==> src/rtl/uart_loader_if.sv <==
// UART block register port, seen from the loader (master) and the UART block (slave).
//
// Access protocol:
// - ub_cs is a one-cycle select for a single register access.
// - ub_data_reg selects the data register (1) or the status register (0).
// - ub_wren marks the access as a write of ub_di.
// - ub_do carries the read result during the cycle after the select.
// - Accesses are never issued back to back.
// - ub_data_reg and ub_wren are 0 whenever ub_cs is 0.
interface uart_loader_if;
  logic       ub_cs;
  logic       ub_data_reg;
  logic       ub_wren;
  logic [7:0] ub_di;
  logic [7:0] ub_do;

  modport master (
    output ub_cs,
    output ub_data_reg,
    output ub_wren,
    output ub_di,
    input  ub_do
  );

  modport slave (
    input  ub_cs,
    input  ub_data_reg,
    input  ub_wren,
    input  ub_di,
    output ub_do
  );
endinterface

==> src/rtl/uart_loader.sv <==
// Bootloader: reads a 4-byte LE length and a payload from the UART, packs the
// payload into 32-bit LE words written to memory, then returns an additive
// 8-bit checksum over the TX path.
module uart_loader #(
  parameter int          ADDR_W    = 10,
  parameter int unsigned BASE_ADDR = 0,
  parameter int unsigned MAX_BYTES = 4096
) (
  input  logic              clk,
  input  logic              n_reset,
  input  logic              start,
  output logic              busy,
  output logic              done,
  output logic              err,
  uart_loader_if.master     ub,
  output logic [ADDR_W-1:0] mem_addr,
  output logic [31:0]       mem_wdata,
  output logic              mem_we,
  output logic [3:0]        dbg_state
);

  localparam logic [ADDR_W-1:0] BASE_A  = ADDR_W'(BASE_ADDR);
  localparam logic [31:0]       MAX_LEN = 32'(MAX_BYTES);

  typedef enum logic [3:0] {
    S_IDLE    = 4'd0,
    S_RX_POLL = 4'd1,
    S_RX_CHK  = 4'd2,
    S_RX_READ = 4'd3,
    S_RX_CAPT = 4'd4,
    S_STORE   = 4'd5,
    S_TX_POLL = 4'd6,
    S_TX_CHK  = 4'd7,
    S_TX_SEND = 4'd8,
    S_DONE    = 4'd9,
    S_ERR     = 4'd10
  } state_e;

  state_e            state_q, state_d;
  logic [31:0]       len_q, len_d;
  logic [2:0]        hdr_cnt_q, hdr_cnt_d;   // header bytes taken, 4 = payload phase
  logic [31:0]       idx_q, idx_d;           // payload bytes taken
  logic [31:0]       word_q, word_d;
  logic [7:0]        csum_q, csum_d;
  logic [ADDR_W-1:0] waddr_q, waddr_d;       // address of the word being assembled
  logic              busy_q, busy_d;
  logic              done_q, done_d;
  logic              err_q, err_d;

  logic [7:0]        rx_byte;
  logic [31:0]       len_full;
  logic [31:0]       idx_inc;

  // State and datapath registers; reset drops the load immediately.
  always_ff @(posedge clk or negedge n_reset) begin
    if (!n_reset) begin
      state_q   <= S_IDLE;
      len_q     <= '0;
      hdr_cnt_q <= '0;
      idx_q     <= '0;
      word_q    <= '0;
      csum_q    <= '0;
      waddr_q   <= '0;
      busy_q    <= 1'b0;
      done_q    <= 1'b0;
      err_q     <= 1'b0;
    end else begin
      state_q   <= state_d;
      len_q     <= len_d;
      hdr_cnt_q <= hdr_cnt_d;
      idx_q     <= idx_d;
      word_q    <= word_d;
      csum_q    <= csum_d;
      waddr_q   <= waddr_d;
      busy_q    <= busy_d;
      done_q    <= done_d;
      err_q     <= err_d;
    end
  end

  // Next state plus header/payload capture, word packing and checksum.
  always_comb begin
    state_d   = state_q;
    len_d     = len_q;
    hdr_cnt_d = hdr_cnt_q;
    idx_d     = idx_q;
    word_d    = word_q;
    csum_d    = csum_q;
    waddr_d   = waddr_q;
    busy_d    = busy_q;
    done_d    = done_q;
    err_d     = err_q;
    rx_byte   = ub.ub_do;
    len_full  = {rx_byte, len_q[31:8]};
    idx_inc   = idx_q + 32'd1;
    case (state_q)
      S_IDLE: begin
        if (start) begin
          state_d   = S_RX_POLL;
          len_d     = '0;
          hdr_cnt_d = '0;
          idx_d     = '0;
          word_d    = '0;
          csum_d    = '0;
          waddr_d   = BASE_A;
          busy_d    = 1'b1;
          done_d    = 1'b0;
          err_d     = 1'b0;
        end
      end
      S_RX_POLL: state_d = S_RX_CHK;
      S_RX_CHK:  state_d = ub.ub_do[0] ? S_RX_READ : S_RX_POLL;
      S_RX_READ: state_d = S_RX_CAPT;
      S_RX_CAPT: begin
        if (hdr_cnt_q != 3'd4) begin
          // Length arrives LSB first, so shift new bytes in from the top.
          len_d     = len_full;
          hdr_cnt_d = hdr_cnt_q + 3'd1;
          state_d   = S_RX_POLL;
          if (hdr_cnt_q == 3'd3) begin
            if (len_full > MAX_LEN) begin
              state_d = S_ERR;
              busy_d  = 1'b0;
              err_d   = 1'b1;
            end else if (len_full == 32'd0) begin
              state_d = S_TX_POLL;
            end
          end
        end else begin
          word_d  = word_q | ({24'd0, rx_byte} << {idx_q[1:0], 3'b000});
          csum_d  = csum_q + rx_byte;
          idx_d   = idx_inc;
          state_d = ((idx_q[1:0] == 2'd3) || (idx_inc == len_q)) ? S_STORE : S_RX_POLL;
        end
      end
      S_STORE: begin
        word_d  = '0;
        waddr_d = waddr_q + 1'b1;
        state_d = (idx_q == len_q) ? S_TX_POLL : S_RX_POLL;
      end
      S_TX_POLL: state_d = S_TX_CHK;
      S_TX_CHK:  state_d = ub.ub_do[1] ? S_TX_SEND : S_TX_POLL;
      S_TX_SEND: begin
        state_d = S_DONE;
        busy_d  = 1'b0;
        done_d  = 1'b1;
      end
      S_DONE:  state_d = S_IDLE;
      S_ERR:   state_d = S_IDLE;
      default: state_d = S_IDLE;
    endcase
  end

  // UART and memory strobes decoded from the current state only.
  always_comb begin
    ub.ub_cs       = 1'b0;
    ub.ub_data_reg = 1'b0;
    ub.ub_wren     = 1'b0;
    ub.ub_di       = '0;
    mem_we         = 1'b0;
    mem_addr       = '0;
    mem_wdata      = '0;
    case (state_q)
      S_RX_POLL, S_TX_POLL: ub.ub_cs = 1'b1;
      S_RX_READ: begin
        ub.ub_cs       = 1'b1;
        ub.ub_data_reg = 1'b1;
      end
      S_TX_SEND: begin
        ub.ub_cs       = 1'b1;
        ub.ub_data_reg = 1'b1;
        ub.ub_wren     = 1'b1;
        ub.ub_di       = csum_q;
      end
      S_STORE: begin
        mem_we    = 1'b1;
        mem_addr  = waddr_q;
        mem_wdata = word_q;
      end
      default: ;
    endcase
  end

  assign busy      = busy_q;
  assign done      = done_q;
  assign err       = err_q;
  assign dbg_state = state_q;

endmodule
==> src/flat_wrapper.sv <==
// flat-port wrapper written by rule: the top's interface ports become plain ports
module uart_loader_flat 
#(
  parameter int          ADDR_W    = 10,
  parameter int unsigned BASE_ADDR = 0,
  parameter int unsigned MAX_BYTES = 4096
)
  (clk, n_reset, start, busy, done, err, mem_addr, mem_wdata, mem_we, dbg_state, ub_ub_cs, ub_ub_data_reg, ub_ub_wren, ub_ub_di, ub_ub_do);
  uart_loader_if ub_i ();
  input  logic clk;
  input  logic n_reset;
  input  logic start;
  output logic busy;
  output logic done;
  output logic err;
  output logic [ADDR_W-1:0] mem_addr;
  output logic [31:0] mem_wdata;
  output logic mem_we;
  output logic [3:0] dbg_state;
  output wire logic [$bits(ub_i.ub_cs)-1:0] ub_ub_cs;
  output wire logic [$bits(ub_i.ub_data_reg)-1:0] ub_ub_data_reg;
  output wire logic [$bits(ub_i.ub_wren)-1:0] ub_ub_wren;
  output wire logic [$bits(ub_i.ub_di)-1:0] ub_ub_di;
  input wire logic [$bits(ub_i.ub_do)-1:0] ub_ub_do;
  assign ub_ub_cs = ub_i.ub_cs;
  assign ub_ub_data_reg = ub_i.ub_data_reg;
  assign ub_ub_wren = ub_i.ub_wren;
  assign ub_ub_di = ub_i.ub_di;
  assign ub_i.ub_do = ub_ub_do;
  uart_loader #(.ADDR_W(ADDR_W), .BASE_ADDR(BASE_ADDR), .MAX_BYTES(MAX_BYTES)) u_core (.clk(clk), .n_reset(n_reset), .start(start), .busy(busy), .done(done), .err(err), .ub(ub_i), .mem_addr(mem_addr), .mem_wdata(mem_wdata), .mem_we(mem_we), .dbg_state(dbg_state));
endmodule
==> config.mk <==
export PLATFORM = sky130hd
export DESIGN_NAME = uart_loader_flat
export DESIGN_NICKNAME = d
export VERILOG_FILES = /design/src/rtl/uart_loader_if.sv /design/src/rtl/uart_loader.sv /design/src/flat_wrapper.sv
export SDC_FILE = /design/constraint.sdc
export NUM_CORES = 1
export LEC_CHECK = 0
export ABC_CLOCK_PERIOD_IN_PS = 3750
export CAP_MARGIN = 40
export CORE_ASPECT_RATIO = 0.8
export CORE_MARGIN = 4
export CORE_UTILIZATION = 40
export DETAILED_ROUTE_END_ITERATION = 8
export RECOVER_POWER = 100
export SYNTH_ARGS = -nofsm -noshare
export SYNTH_HDL_FRONTEND = slang
export SYNTH_SLANG_ARGS = --single-unit
==> constraint.sdc <==
create_clock -name clk -period 3.75 [get_ports clk]
set_clock_uncertainty 0.1 [all_clocks]
set_input_delay 1.125 -clock clk [delete_from_list [all_inputs] [get_ports clk]]
set_output_delay 1.125 -clock clk [all_outputs]
set_load 0.02 [all_outputs]
==> summary.txt, run 1 <==
Clock tree
  – Hold_buf cts: 0
  – TritonCTS buffer count: 17
  – CTS H-Tree Depth: 4
  – Clock Path Buffers: 2
  – Clk Latency, worst-skew pair: 420 ps
  – Postcts setup bufs: 0
  – TritonCTS clock tree: done
  – Root Buffer: clkbuf_16
  – # clock sinks: 124
  – Clock transition at path regs: 60 ps

Detailed routing
  – TritonRoute pass-1 iters: 6
  – Initial drt markers: 556
  – DR WL/cell: 19.1 um
  – Detail Route Antenna Nets: 0
  – Via density: 5.82
  – DRT Wirelength: 21000 um
  – Vias: 6392
  – DRC Markers: 0

Die
  – Die W: 157 um
  – Cell Rows: 43
  – Effective utilization at floorplan: 0.409
  – Core area: 17400 um2
  – Die area: 20100 um2
  – Die height: 127 um
  – I/O pin cnt: 72

Synthesis
  – Register area share after synthesis: 0.435
  – Syn Std Cell Area: 7140 um2
  – FF+latch count, synth: 124
  – Post-synth top flop: dfrtp_1
  – Synth Warn #: 0
  – Unique masters post-synth: 62
  – Synthesized area per cell: 9.02 um2
  – FFs w/ async S/R, synth: 1.00
  – Number of flops mapped to enable cells by yosys: 0
  – Syn nets: 815
  – Synth Instances: 791

Layout
  – Ant. Diodes: 0
  – Layout net count: 884
  – Sequential cell area: 3100 um2
  – Layout Cells excl Fill: 1098
  – Post-layout util: 0.498
  – Fill count: 1633
  – Share of cells above drive strength 1: 0.0836
  – Area grow syn2layout: 21.7%
  – Area of the multi-input gates: 3740 um2

Worst setup path
  – Setup crit end kind: primary output
  – Slowest cell on crit path: clkdlybuf4s50_1
  – Crit Path Max Fanout: 47
  – WP data required: 2520 ps
  – Crit path cell chain: nor2b_2 > nand3_2 > inv_1 > buf_12 > and2_0 > clkdlybuf4s50_1
  – CP startpoint: u_core.dbg_state[3]
  – CP peak stage delay: 620 ps
  – R2R Path Start: u_core.dbg_state[1]
  – Worst Setup Path Type: reg -> out
  – Cell family with most CP delay: buffers and inverters
  – Setup crit start kind: flip-flop
  – Buffer and inverter count on the worst path: 3
  – Crit path DAT: 2400 ps
  – Flop-to-flop setup slack: 300 ps

Place
  – Pre-CTS setup slack: -38.6 ps
  – Placed cell count: 1066
  – Port Buffers: 71
  – Hpwl dp: 15000 um
  – Gp weighted congestion: 0.946

STA
  – Setup violators final: 0
  – Max Clk Rate: 276 MHz
  – Hold Vio Cnt, Final: 0
  – Setup_tns: 0 ps
  – Setup ws final: 123 ps
  – Period utilization: 0.967
  – RSZ-0062 raised after global routing: false
  – Slew Limit Fails: 0
  – Actual slew at the worst max-slew pin: 1490 ps
  – Hold_ws: 378 ps
  – Minimum clock period after layout: 3630 ps
  – Rel. slew slack: 0.00386

Global routing
  – GRT Total Usage: 0.215
  – First-pass GRT wire length: 34100 um
  – Largest net degree at the start of global routing: 48
  – GRT overflow: 0
  – Vias in the first global route: 6357
  – Initial antenna violation count: 0

Min path
  – Hold Path Origin: u_core.waddr_q[9]
  – Hold Path Class: reg -> reg

Outcome
  – Status: finished with violations
  – Failing checks: max-capacitance violations

Power
  – Pwr Density: 537 nW/um2
  – LEAKAGE: 0.00370 uW
  – Max IR drop VDD: 0.000222 V

Run
  – Max cap viols: 1
## final timing paths
kind | end | cells past startpoint
max in group asynchronous | u_core.len_q[26] | 2
max | mem_wdata[13] | 6
min in group asynchronous | u_core.idx_q[6] | 1
max reg2reg | u_core.dbg_state[2] | 8
min reg2reg | u_core.waddr_q[9] | 1
min | u_core.waddr_q[9] | 1
## synthesized netlist by cell type, types with 6 or more instances
| library cell | instances | area, um2 |
|---|---|---|
| clkbuf_1 | 36 | 135 |
| nand2_1 | 55 | 206 |
| and2_1 | 49 | 307 |
| dfrtp_1 | 124 | 3100 |
| a21oi_1 | 55 | 275 |
| xor2_1 | 18 | 158 |
| o21ai_0 | 49 | 245 |
| nand3_1 | 19 | 95.1 |
| nor3_1 | 11 | 55.1 |
| and3_1 | 6 | 37.5 |
| nor4_1 | 27 | 169 |
| ha_1 | 12 | 150 |
| buf_2 | 12 | 60.1 |
| mux2i_1 | 6 | 60.1 |
| or3_1 | 14 | 87.6 |
| inv_1 | 17 | 63.8 |
| a22o_1 | 35 | 307 |
| nand4_1 | 21 | 131 |
| nor2_1 | 85 | 319 |
| xnor2_1 | 50 | 438 |
## per-layer routing
metal | wire length (um) | part of all wire | vias up | global-route usage
met5 | 0 | 0 | - | 0
met4 | 257 | 0.012 | 0 | 0.0627
met3 | 1330 | 0.063 | 25 | 0.0335
met2 | 9200 | 0.44 | 237 | 0.311
met1 | 10200 | 0.49 | 3160 | 0.332
li1 | - | - | 2970 | -
## what timing repair did
action	CTS	global route
endpoints found under the hold margin	0	0
setup endpoints to repair	41	41
resized for setup	2	1
## power breakdown
part	switching, uW	total (uW)	internal (uW)
Clock	710	1590	884
Sequential	216	1720	1500
Combinational	838	1350	510
Total	1760	4660	2900
## cell families (layout without fill, tap and decap cells)
kind of cell    Yosys count  after routing  share of synthesized area
mux                       7              7                    0.00999
buf+inv                  71            153                     0.0424
simple gates            325            325                      0.241
xor+xnor                 68             68                     0.0834
compound gates          183            183                      0.165
flops                   124            124                      0.435
fa+ha+maj                13             13                     0.0238
## area by class of cell
type	instances	area share
multi-input combinational	596	0.430
sequential	124	0.357
timing repair buffer	104	0.107
clock buffer	17	0.0490
tap	225	0.0324
clock inverter	15	0.0167
inverter	17	0.00734
## state kept, by name (all words and copies together), names as in the netlist
register	cells
u_core.idx_q	32
u_core.hdr_cnt_q	3
u_core.done	1
u_core.err	1
u_core.csum_q	8
u_core.dbg_state	4
u_core.len_q	32
u_core.waddr_q	10
u_core.busy	1
u_core.word_q	32
## cells in the final DEF (no fill, tap or decap), drive strengths merged, types with 3 or more instances in the layout
master,instances
a21oi,55
dfrtp,124
clkinvlp,3
nor3,11
clkbuf,29
nor4,28
ha,12
or3,14
a22o,35
and2,49
xor2,18
nor2,85
o41ai,5
nor3b,5
buf,22
inv,28
and3,7
nor2b,3
o31a,3
and4,4
a31oi,4
nand4,24
o21bai,3
nand2,55
nand2b,3
clkdlybuf4s50,50
nand3,19
mux2i,6
xnor2,50
or4,6
or2,3
o21ai,50
dlygate4sd3,20
a211oi,4
a21o,4
## per-stage QoR
stage          total power [uW]  area [um2]
2_1_floorplan              2580        7140
3_3_place_gp               3090        8190
3_5_place_dp               3120        8190
5_1_grt                    4910        8690
6_report                   4660        8690
4_1_cts                    4720        8770
Power figures use the tool's default switching activity.
==> run 2: changes to the inputs <==
- ABC_CLOCK_PERIOD_IN_PS: 3750 -> default
==> results of run 2 <==
No change in the layout: final DEF, timing and power equal those of run 1.
